<file path="src/rtl/dual_ram_fifo_ctrl.sv">
// FIFO controller driving an external two-port RAM with a 1-cycle read.
// Tracks occupancy, threshold flags and sticky overflow/underflow errors.
module dual_ram_fifo_ctrl #(
  parameter int RAM_WIDTH     = 8,
  parameter int RAM_DEPTH     = 16,
  parameter int ADDR_SIZE     = 4,
  parameter int AFULL_THRESH  = 14,
  parameter int AEMPTY_THRESH = 2
) (
  input  logic                 clk,
  input  logic                 reset,
  input  logic                 wr_en,
  input  logic [RAM_WIDTH-1:0] wr_data,
  input  logic                 rd_en,
  output logic [RAM_WIDTH-1:0] rd_data,
  output logic                 rd_valid,
  output logic                 full,
  output logic                 empty,
  output logic                 almost_full,
  output logic                 almost_empty,
  output logic [ADDR_SIZE:0]   count,
  output logic                 overflow,
  output logic                 underflow,
  input  logic                 clr_err,
  output logic                 ram_write,
  output logic [ADDR_SIZE-1:0] ram_wr_addr,
  output logic [RAM_WIDTH-1:0] ram_wdata,
  output logic                 ram_read,
  output logic [ADDR_SIZE-1:0] ram_rd_addr,
  input  logic [RAM_WIDTH-1:0] ram_rdata
);

  localparam logic [ADDR_SIZE:0] DEPTH_C =
    (ADDR_SIZE+1)'(RAM_DEPTH);
  localparam logic [ADDR_SIZE:0] AFULL_C =
    (ADDR_SIZE+1)'(AFULL_THRESH);
  localparam logic [ADDR_SIZE:0] AEMPTY_C =
    (ADDR_SIZE+1)'(AEMPTY_THRESH);
  localparam logic [ADDR_SIZE-1:0] LAST_C =
    ADDR_SIZE'(RAM_DEPTH - 1);
  localparam logic [ADDR_SIZE-1:0] ONE_P =
    ADDR_SIZE'(1);
  localparam logic [ADDR_SIZE:0] ONE_C =
    (ADDR_SIZE+1)'(1);

  logic [ADDR_SIZE-1:0] wr_ptr;
  logic [ADDR_SIZE-1:0] rd_ptr;
  logic                 wr_acc;
  logic                 rd_acc;

  assign full         = (count == DEPTH_C);
  assign empty        = (count == '0);
  assign almost_full  = (count >= AFULL_C);
  assign almost_empty = (count <= AEMPTY_C);

  // Reset masks the strobes so the RAM never sees a stray access.
  assign wr_acc = wr_en & ~full & ~reset;
  assign rd_acc = rd_en & ~empty & ~reset;

  assign ram_write   = wr_acc;
  assign ram_wr_addr = wr_ptr;
  assign ram_wdata   = wr_data;
  assign ram_read    = rd_acc;
  assign ram_rd_addr = rd_ptr;
  assign rd_data     = ram_rdata;

  always_ff @(posedge clk) begin
    if (reset) begin
      wr_ptr <= '0;
    end else if (wr_acc) begin
      wr_ptr <= (wr_ptr == LAST_C) ? '0 : wr_ptr + ONE_P;
    end
  end

  always_ff @(posedge clk) begin
    if (reset) begin
      rd_ptr <= '0;
    end else if (rd_acc) begin
      rd_ptr <= (rd_ptr == LAST_C) ? '0 : rd_ptr + ONE_P;
    end
  end

  always_ff @(posedge clk) begin
    if (reset) begin
      count <= '0;
    end else begin
      unique case (1'b1)
        wr_acc & ~rd_acc: count <= count + ONE_C;
        rd_acc & ~wr_acc: count <= count - ONE_C;
        default:          count <= count;
      endcase
    end
  end

  always_ff @(posedge clk) begin
    if (reset) begin
      rd_valid <= 1'b0;
    end else begin
      rd_valid <= rd_acc;
    end
  end

  // A new violation takes priority over a clear in the same cycle.
  always_ff @(posedge clk) begin
    if (reset) begin
      overflow  <= 1'b0;
      underflow <= 1'b0;
    end else begin
      if (wr_en & full) begin
        overflow <= 1'b1;
      end else if (clr_err) begin
        overflow <= 1'b0;
      end
      if (rd_en & empty) begin
        underflow <= 1'b1;
      end else if (clr_err) begin
        underflow <= 1'b0;
      end
    end
  end

endmodule

</file>
<file path="config.mk">
export PLATFORM = sky130hd
export DESIGN_NAME = dual_ram_fifo_ctrl
export DESIGN_NICKNAME = d
export VERILOG_FILES = /design/src/rtl/dual_ram_fifo_ctrl.sv
export SDC_FILE = /design/constraint.sdc
export NUM_CORES = 1
export LEC_CHECK = 0
export BUFFER_PORTS_ARGS = -buffer_cell sky130_fd_sc_hd__buf_2
export CAP_MARGIN = 20
export CORE_MARGIN = 1.5
export CORE_UTILIZATION = 39
export CTS_CLUSTER_DIAMETER = 60
export CTS_CLUSTER_SIZE = 16
export DETAILED_ROUTE_END_ITERATION = 16
export PLACE_DENSITY = 0.75
export SETUP_SLACK_MARGIN = 0.3
export SYNTH_ARGS = -nofsm -noshare
export SYNTH_HDL_FRONTEND = slang
export SYNTH_SLANG_ARGS = --single-unit
</file>
<file path="constraint.sdc">
create_clock -name clk -period 2.5 [get_ports clk]
set_input_delay 0.375 -clock clk [delete_from_list [all_inputs] [get_ports clk]]
set_output_delay 0.375 -clock clk [all_outputs]
set_load 0.01 [all_outputs]
</file>
==> results of run 1 <==
## tightest hold or removal path, delay by kind of cell
kind	cells	cell delay, ns
compound gates	1	0.06
buf+inv	1	0.09
simple gates	1	0.07
## power by group through the flow
stage                     clock network [mW]  registers (mW)  logic, mW
after floorplan                            0           0.304      0.156
after CTS                              0.183           0.294      0.216
after detailed placement                   0           0.300      0.211
after global routing                   0.190           0.297      0.235
after global placement                     0           0.298      0.203
final                                  0.176           0.294      0.213
## layout make-up
class	count	area, um2	area share [%]
inverters	6	22.5	1.86
repair buffers	34	190	15.7
flip-flops and latches	16	325	26.9
well taps	30	37.5	3.10
multi-input cells	76	599	49.5
clock buffers	4	36.3	3.00
## cell usage after synthesis (all sizes together) (3+ instances only)
cell type   n
nor2       20
mux2i       4
dfxtp      16
nand2       4
buf        18
clkbuf      3
ha          6
a21oi       9
inv         6
nor2b       5
## state kept, by name, indices dropped and copies added (netlist names)
| name | cells |
|---|---|
| ram_wr_addr | 4 |
| ram_rd_addr | 4 |
| count | 5 |
| rd_valid | 1 |
| overflow | 1 |
| underflow | 1 |
## cell usage in the layout, fill, tap and decap left out, types with 2 or more instances in the layout
cell      count
nand3_1       2
clkbuf_4      3
nand2_1       3
a21o_1        2
buf_4         8
buf_2        26
xor2_1        2
a311o_1       2
a31o_2        2
nor2_1       18
dfxtp_1      14
ha_1          3
a21oi_1       9
nor3_1        2
inv_1         5
ha_4          3
and3_1        2
nor2b_1       4
mux2i_1       4
## timing repair
action / in CTS / in global routing
pin swaps: 6 / 0
gates resized for setup: 5 / 0
setup endpoints to repair: 2 / 2
hold endpoints to repair: 0 / 0
cloned: 0 / 0
## cell families (layout without fill, tap and decap cells)
kind of cell             Yosys count  count (layout)  share of synthesized area [%]
multiplexers                       5               5                           5.06
AO/OA/AOI/OAI                     23              23                           17.8
AND/OR/NAND/NOR                   39              39                           18.4
XOR/XNOR                           2               2                           1.73
adder cells (fa/ha/maj)            7               7                           9.37
buffers and inverters             27              44                           16.2
flip-flops                        16              16                           31.6
## worst paths after layout
check,end,slack (ns),depth (start not counted)
max,count[4],0.11,9
min,overflow,0.34,3
max reg2reg,count[4],0.11,9
min reg2reg,ram_rd_addr[0],0.56,2
## layer usage
metal	track usage (%)	wire (um)
met1	18.9	931
met2	26.8	1060
met3	2.22	102
met4	6.25	35
met5	0	0
==> reports/qor.yml, run 1 <==
finish:
  fin_area_um2: 1210
  area_growth_pct: 19.4
  antenna_cells: 0
  stdcell_count: 166
  drive_gt1_share_pct: 41.9
  fill_cells: 248
  utilization_pct: 48.9
  layout.nets: 165
route:
  vias: 863
  drtPass1Iterations: 4
  drc_errors: 0
  drtIter0Drc: 20
  drtAntennaViolNets: 0
  wirelength_um: 2130
  drt-vias-per-instance: 5.20
  wl_per_cell_um: 12.8
pwr:
  p_int_mw: 0.461
  p_sw_mw: 0.222
  powerDensity_nw_per_um2: 564
  ir_worst_vdd_uv: 343
  comb_power_share_pct: 31.2
  clkPwrFrac_pct: 25.8
  p_seq_share_pct: 43.0
  leakagePower_nw: 0.600
  switching_share_pct: 32.5
  total_power_mw: 0.683
synth:
  ys_ff_latch: 16
  ys_async_sr_fraction_pct: 0
  synth_ff_type: "dfxtp_1"
  synth-edff-count: 0
  ys_types: 32
  syn_area_per_cell_um2: 8.53
  seq_area_frac_synth_pct: 31.6
  synthCells: 119
  synth_area_leaders: "dfxtp_1 32%, buf_4 12%, ha_1 7.4%"
  synth_top_area_share_pct: 31.6
  yosysWarnings: 0
  syn-num-nets: 147
  syn_area_um2: 1010
  synth_largest_area_cell: "dfxtp_1"
global_route:
  grt_pass1_wl_um: 3360
  grt.total_usage_pct: 15.4
  antenna_found_initial: 0
  grt_max_degree: 14
  grt_pass1_vias: 756
  gr-total-overflow: 0
setup_path:
  critPathLaunchType: "register"
  crit_path_end_kind: "register"
  cp.buffers_inverters: 0
  critPathRequiredTime_ns: 2.69
  crit_top_cell: "ha_4"
  cp_max_fo: 5
  crit_path_max_incr_delay_ns: 0.39
  cpMaxStageDelayCell: "or3_4"
  path_cells: "or3_4, o31ai_4, nor2_4, ha_4, ha_4, or2_4, o22ai_2, mux2i_1, mux2_2"
  path_delay_family: "simple AND/OR/NAND/NOR gates"
  arrival_ns: 2.59
  r2r-start: "count[3]"
  cp-startpoint: "count[3]"
  critical_path_class: "reg -> reg"
clocking:
  clockBufferDepth: 2
  cts.sinks: 16
  clk_pin_slew_ns: 0.10
  cts-root-buf: "clkbuf_4"
  cts_setup_buffers: 0
  cts_hold_buf: 0
  cts_tree: "built"
  h-tree-depth: 1
  cts-buffers-inserted: 3
  clk_latency_ns: 0.29
timing:
  relSlewSlack_pct: 81.3
  slew_viol_final: 0
  max_freq_mhz: 418
  min_period_ns: 2.39
  fin_ws_ns: 0.107
  setup_tns_ns: 0
  min_period_over_period_pct: 95.7
  skew_ns: 0.00752
  fin_hold_ws_ns: 0.340
  setup_viol: 0
  worst_pin_slew_ns: 0.276
  finalHoldViolations: 0
  rsz0062_at_grt: "true"
placement:
  dp_hpwl_um: 1670
  gp_congestion: 0.875
  postPlaceCellArea_um2: 1160
  port_buffers: 26
  dp_cells: 162
  dp_slack_ns: 0.0121
hold_path:
  hold_path_class: "in -> reg"
  min_from: "wr_en"
die:
  core-area_um2: 2480
  die_area_um2: 2920
  io_pins: 59
  die_width_um: 54.0
  rows: 18
  dieHeight_um: 54.0
  start_util_pct: 41.0
flow_run:
  drv_cap: 0
run_status:
  status: "completed"
Power figures use the tool's default switching activity.
==> run 2: changes to the inputs <==
- CAP_MARGIN: 20 -> 40
- CORE_ASPECT_RATIO: not set -> 2
- CTS_CLUSTER_DIAMETER: 60 -> not set
==> run 2 against run 1 <==
Clock power is 32% higher. Sequential share of layout area is 0.94 points lower. Power is 11% higher. Routed wire length is 10% higher. Non-clock buffer count is 3 higher. Register-to-register slack worse by 0.04 ns. Critical path depth stayed put. Global-route usage is 2.0 points higher. Clock skew is 0.0063 ns lower. Worst hold slack better by 0.021 ns. Fmax is 1.7% lower. Largest cell class unchanged.
==> reports/qor.yml, run 2 (synthesized netlist as in run 1, its figures left out) <==
setup_path:
  path_cells: "or3_4, o31ai_4, nor2_4, ha_4, ha_4, or2_4, o22ai_2, mux2i_1, mux2_2"
  r2r-start: "count[2]"
  cp_max_fo: 5  # unchanged
  cp-startpoint: "count[2]"
  critical_path_class: "reg -> reg"
  crit_path_end_kind: "register"
  arrival_ns: 2.58  # about the same
  critPathRequiredTime_ns: 2.64  # -0.05 ns
  critPathLaunchType: "register"
  crit_top_cell: "ha_4"
  crit_path_max_incr_delay_ns: 0.40  # about the same
  cpMaxStageDelayCell: "or3_4"
finish:
  largest_reg_flops: 5  # unchanged
  drive_gt1_share_pct: 43.2  # +1.3 points
  antenna_cells: 0  # unchanged
  utilization_pct: 50.1  # +1.2 points
  final_common_cell: "buf_2"
  layout_common_cells: "26 x buf_2, 18 x nor2_1, 14 x dfxtp_1"
  area_growth_pct: 23.7
  layout.nets: 168  # +1.8%
  regMostFlops: "count"
die:
  die_width_um: 39.1  # -28%
  rows: 26  # +8
  core-area_um2: 2500  # +1.1%
  die_area_um2: 2940  # +0.63%
  io_pins: 59  # unchanged
  dieHeight_um: 75.1  # +39%
  start_util_pct: 40.5  # -0.45 points
clocking:
  clk_latency_ns: 0.25  # -0.04 ns
  cts-root-buf: "clkbuf_8"
  cts-buffers-inserted: 3  # unchanged
  clockBufferDepth: 2  # unchanged
  cts.sinks: 16  # unchanged
  clk_pin_slew_ns: 0.06  # -0.04 ns
  h-tree-depth: 1  # unchanged
  cts_tree: "built"
placement:
  dp_hpwl_um: 1840  # +10%
  gp_congestion: 0.806  # -7.8%
  port_buffers: 26  # unchanged
timing:
  max_freq_mhz: 411  # -1.7%
  slew_viol_final: 0  # unchanged
  relSlewSlack_pct: 78.4  # -2.9 points
  finalHoldViolations: 0  # unchanged
  min_period_over_period_pct: 97.4  # +1.7 points
  min_period_ns: 2.43  # +0.0420 ns
  skew_ns: 0.00120  # -0.00632 ns
  rsz0062_at_grt: "true"
  fin_hold_ws_ns: 0.361  # +0.0211 ns
  setup_viol: 0  # unchanged
  worst_pin_slew_ns: 0.319  # +0.0435 ns
hold_path:
  min_from: "wr_en"
  hold_path_class: "in -> reg"
pwr:
  switching_share_pct: 30.9  # -1.6 points
  p_sw_mw: 0.234  # +5.2%
  ir_worst_vdd_uv: 311  # -9.3%
  comb_power_share_pct: 30.4  # -0.8 points
  p_int_mw: 0.523  # +13%
  p_seq_share_pct: 38.8  # -4.2 points
  leakagePower_nw: 0.633  # +5.6%
  clkPwrFrac_pct: 30.9  # +5.1 points
  powerDensity_nw_per_um2: 603  # +6.9%
  total_power_mw: 0.756  # +11%
global_route:
  grt_max_degree: 15  # +1
  grt.total_usage_pct: 17.4  # +2.0 points
  grt_pass1_vias: 817  # +8.1%
  gr-total-overflow: 0  # unchanged
  grt_pass1_wl_um: 3570  # +6.2%
  antenna_found_initial: 0  # unchanged
route:
  vias: 899  # +4.2%
  drtAntennaViolNets: 0  # unchanged
  drtIter0Drc: 21  # +5.0%
  drtPass1Iterations: 4  # unchanged
  drc_errors: 0  # unchanged
  drt-vias-per-instance: 5.38  # +3.5%
  wl_per_cell_um: 14.1  # +9.7%
  wirelength_um: 2350  # +10%
flow_run:
  drv_cap: 0  # unchanged
run_status:
  status: "completed"
[run 2: cell count changes in the layout (fill, tap and decap cells not counted), sizes merged]
cell	change
buf	+3
[run 2: what timing repair did]
item / CTS / global route
resized for setup: 4 / 1
buffers inserted: 1 / 0
hold buffers: 0 / 0
endpoints found under the setup margin: 2 / 4
pin swaps: 5 / 3
[run 2: metal layers]
| layer | share of wire, % | up-vias | track usage [%] |
|---|---|---|---|
| li1 | - | 432 | - |
| met1 | 36 | 426 | 17.6 |
| met2 | 55 | 30 | 30.0 |
| met5 | 0 | - | 0 |
| met3 | 5.6 | 11 | 2.36 |
| met4 | 3.6 | 0 | 13.8 |
[run 2: metrics by stage]
step	TNS, ns	cell area, um2	setup slack, ns	instances
finish	0	1250	0.0652	167
global route	-0.0482	1250	-0.0482	167
CTS	0	1250	0.0145	167
detailed placement	-0.0161	1170	-0.0161	162
global placement	0	1170	0.0480	162
floorplan	-0.102	1080	-0.102	119
[run 2: final cells by class]
cell class,count,area [um2]
clock buffers,4,55.1
fillers,239,1250
inverters,6,22.5
multi-input cells,76,604
flip-flops and latches,16,325
well taps,28,35.0
repair buffers,37,213
[run 2: final timing paths]
| path | endpoint | slack (ns) | cells after the start |
|---|---|---|---|
| max | count[4] | 0.07 | 9 |
| min | overflow | 0.36 | 3 |
| max reg2reg | count[4] | 0.07 | 9 |
| min reg2reg | ram_rd_addr[0] | 0.54 | 2 |
[run 2: power by group through the flow]
stage,registers [mW],logic [mW],clock network [mW]
after floorplan,0.304,0.156,0
after global placement,0.297,0.212,0
after detailed placement,0.298,0.221,0
after CTS,0.293,0.228,0.238
after global routing,0.296,0.254,0.249
final,0.293,0.230,0.233
[run 2: critical path: cells and delay by family, from the launching register on]
kind,cells,cell delay (ns)
flops,1,0.33
fa+ha+maj,2,0.35
simple gates,3,0.70
mux,2,0.56
compound gates,2,0.39
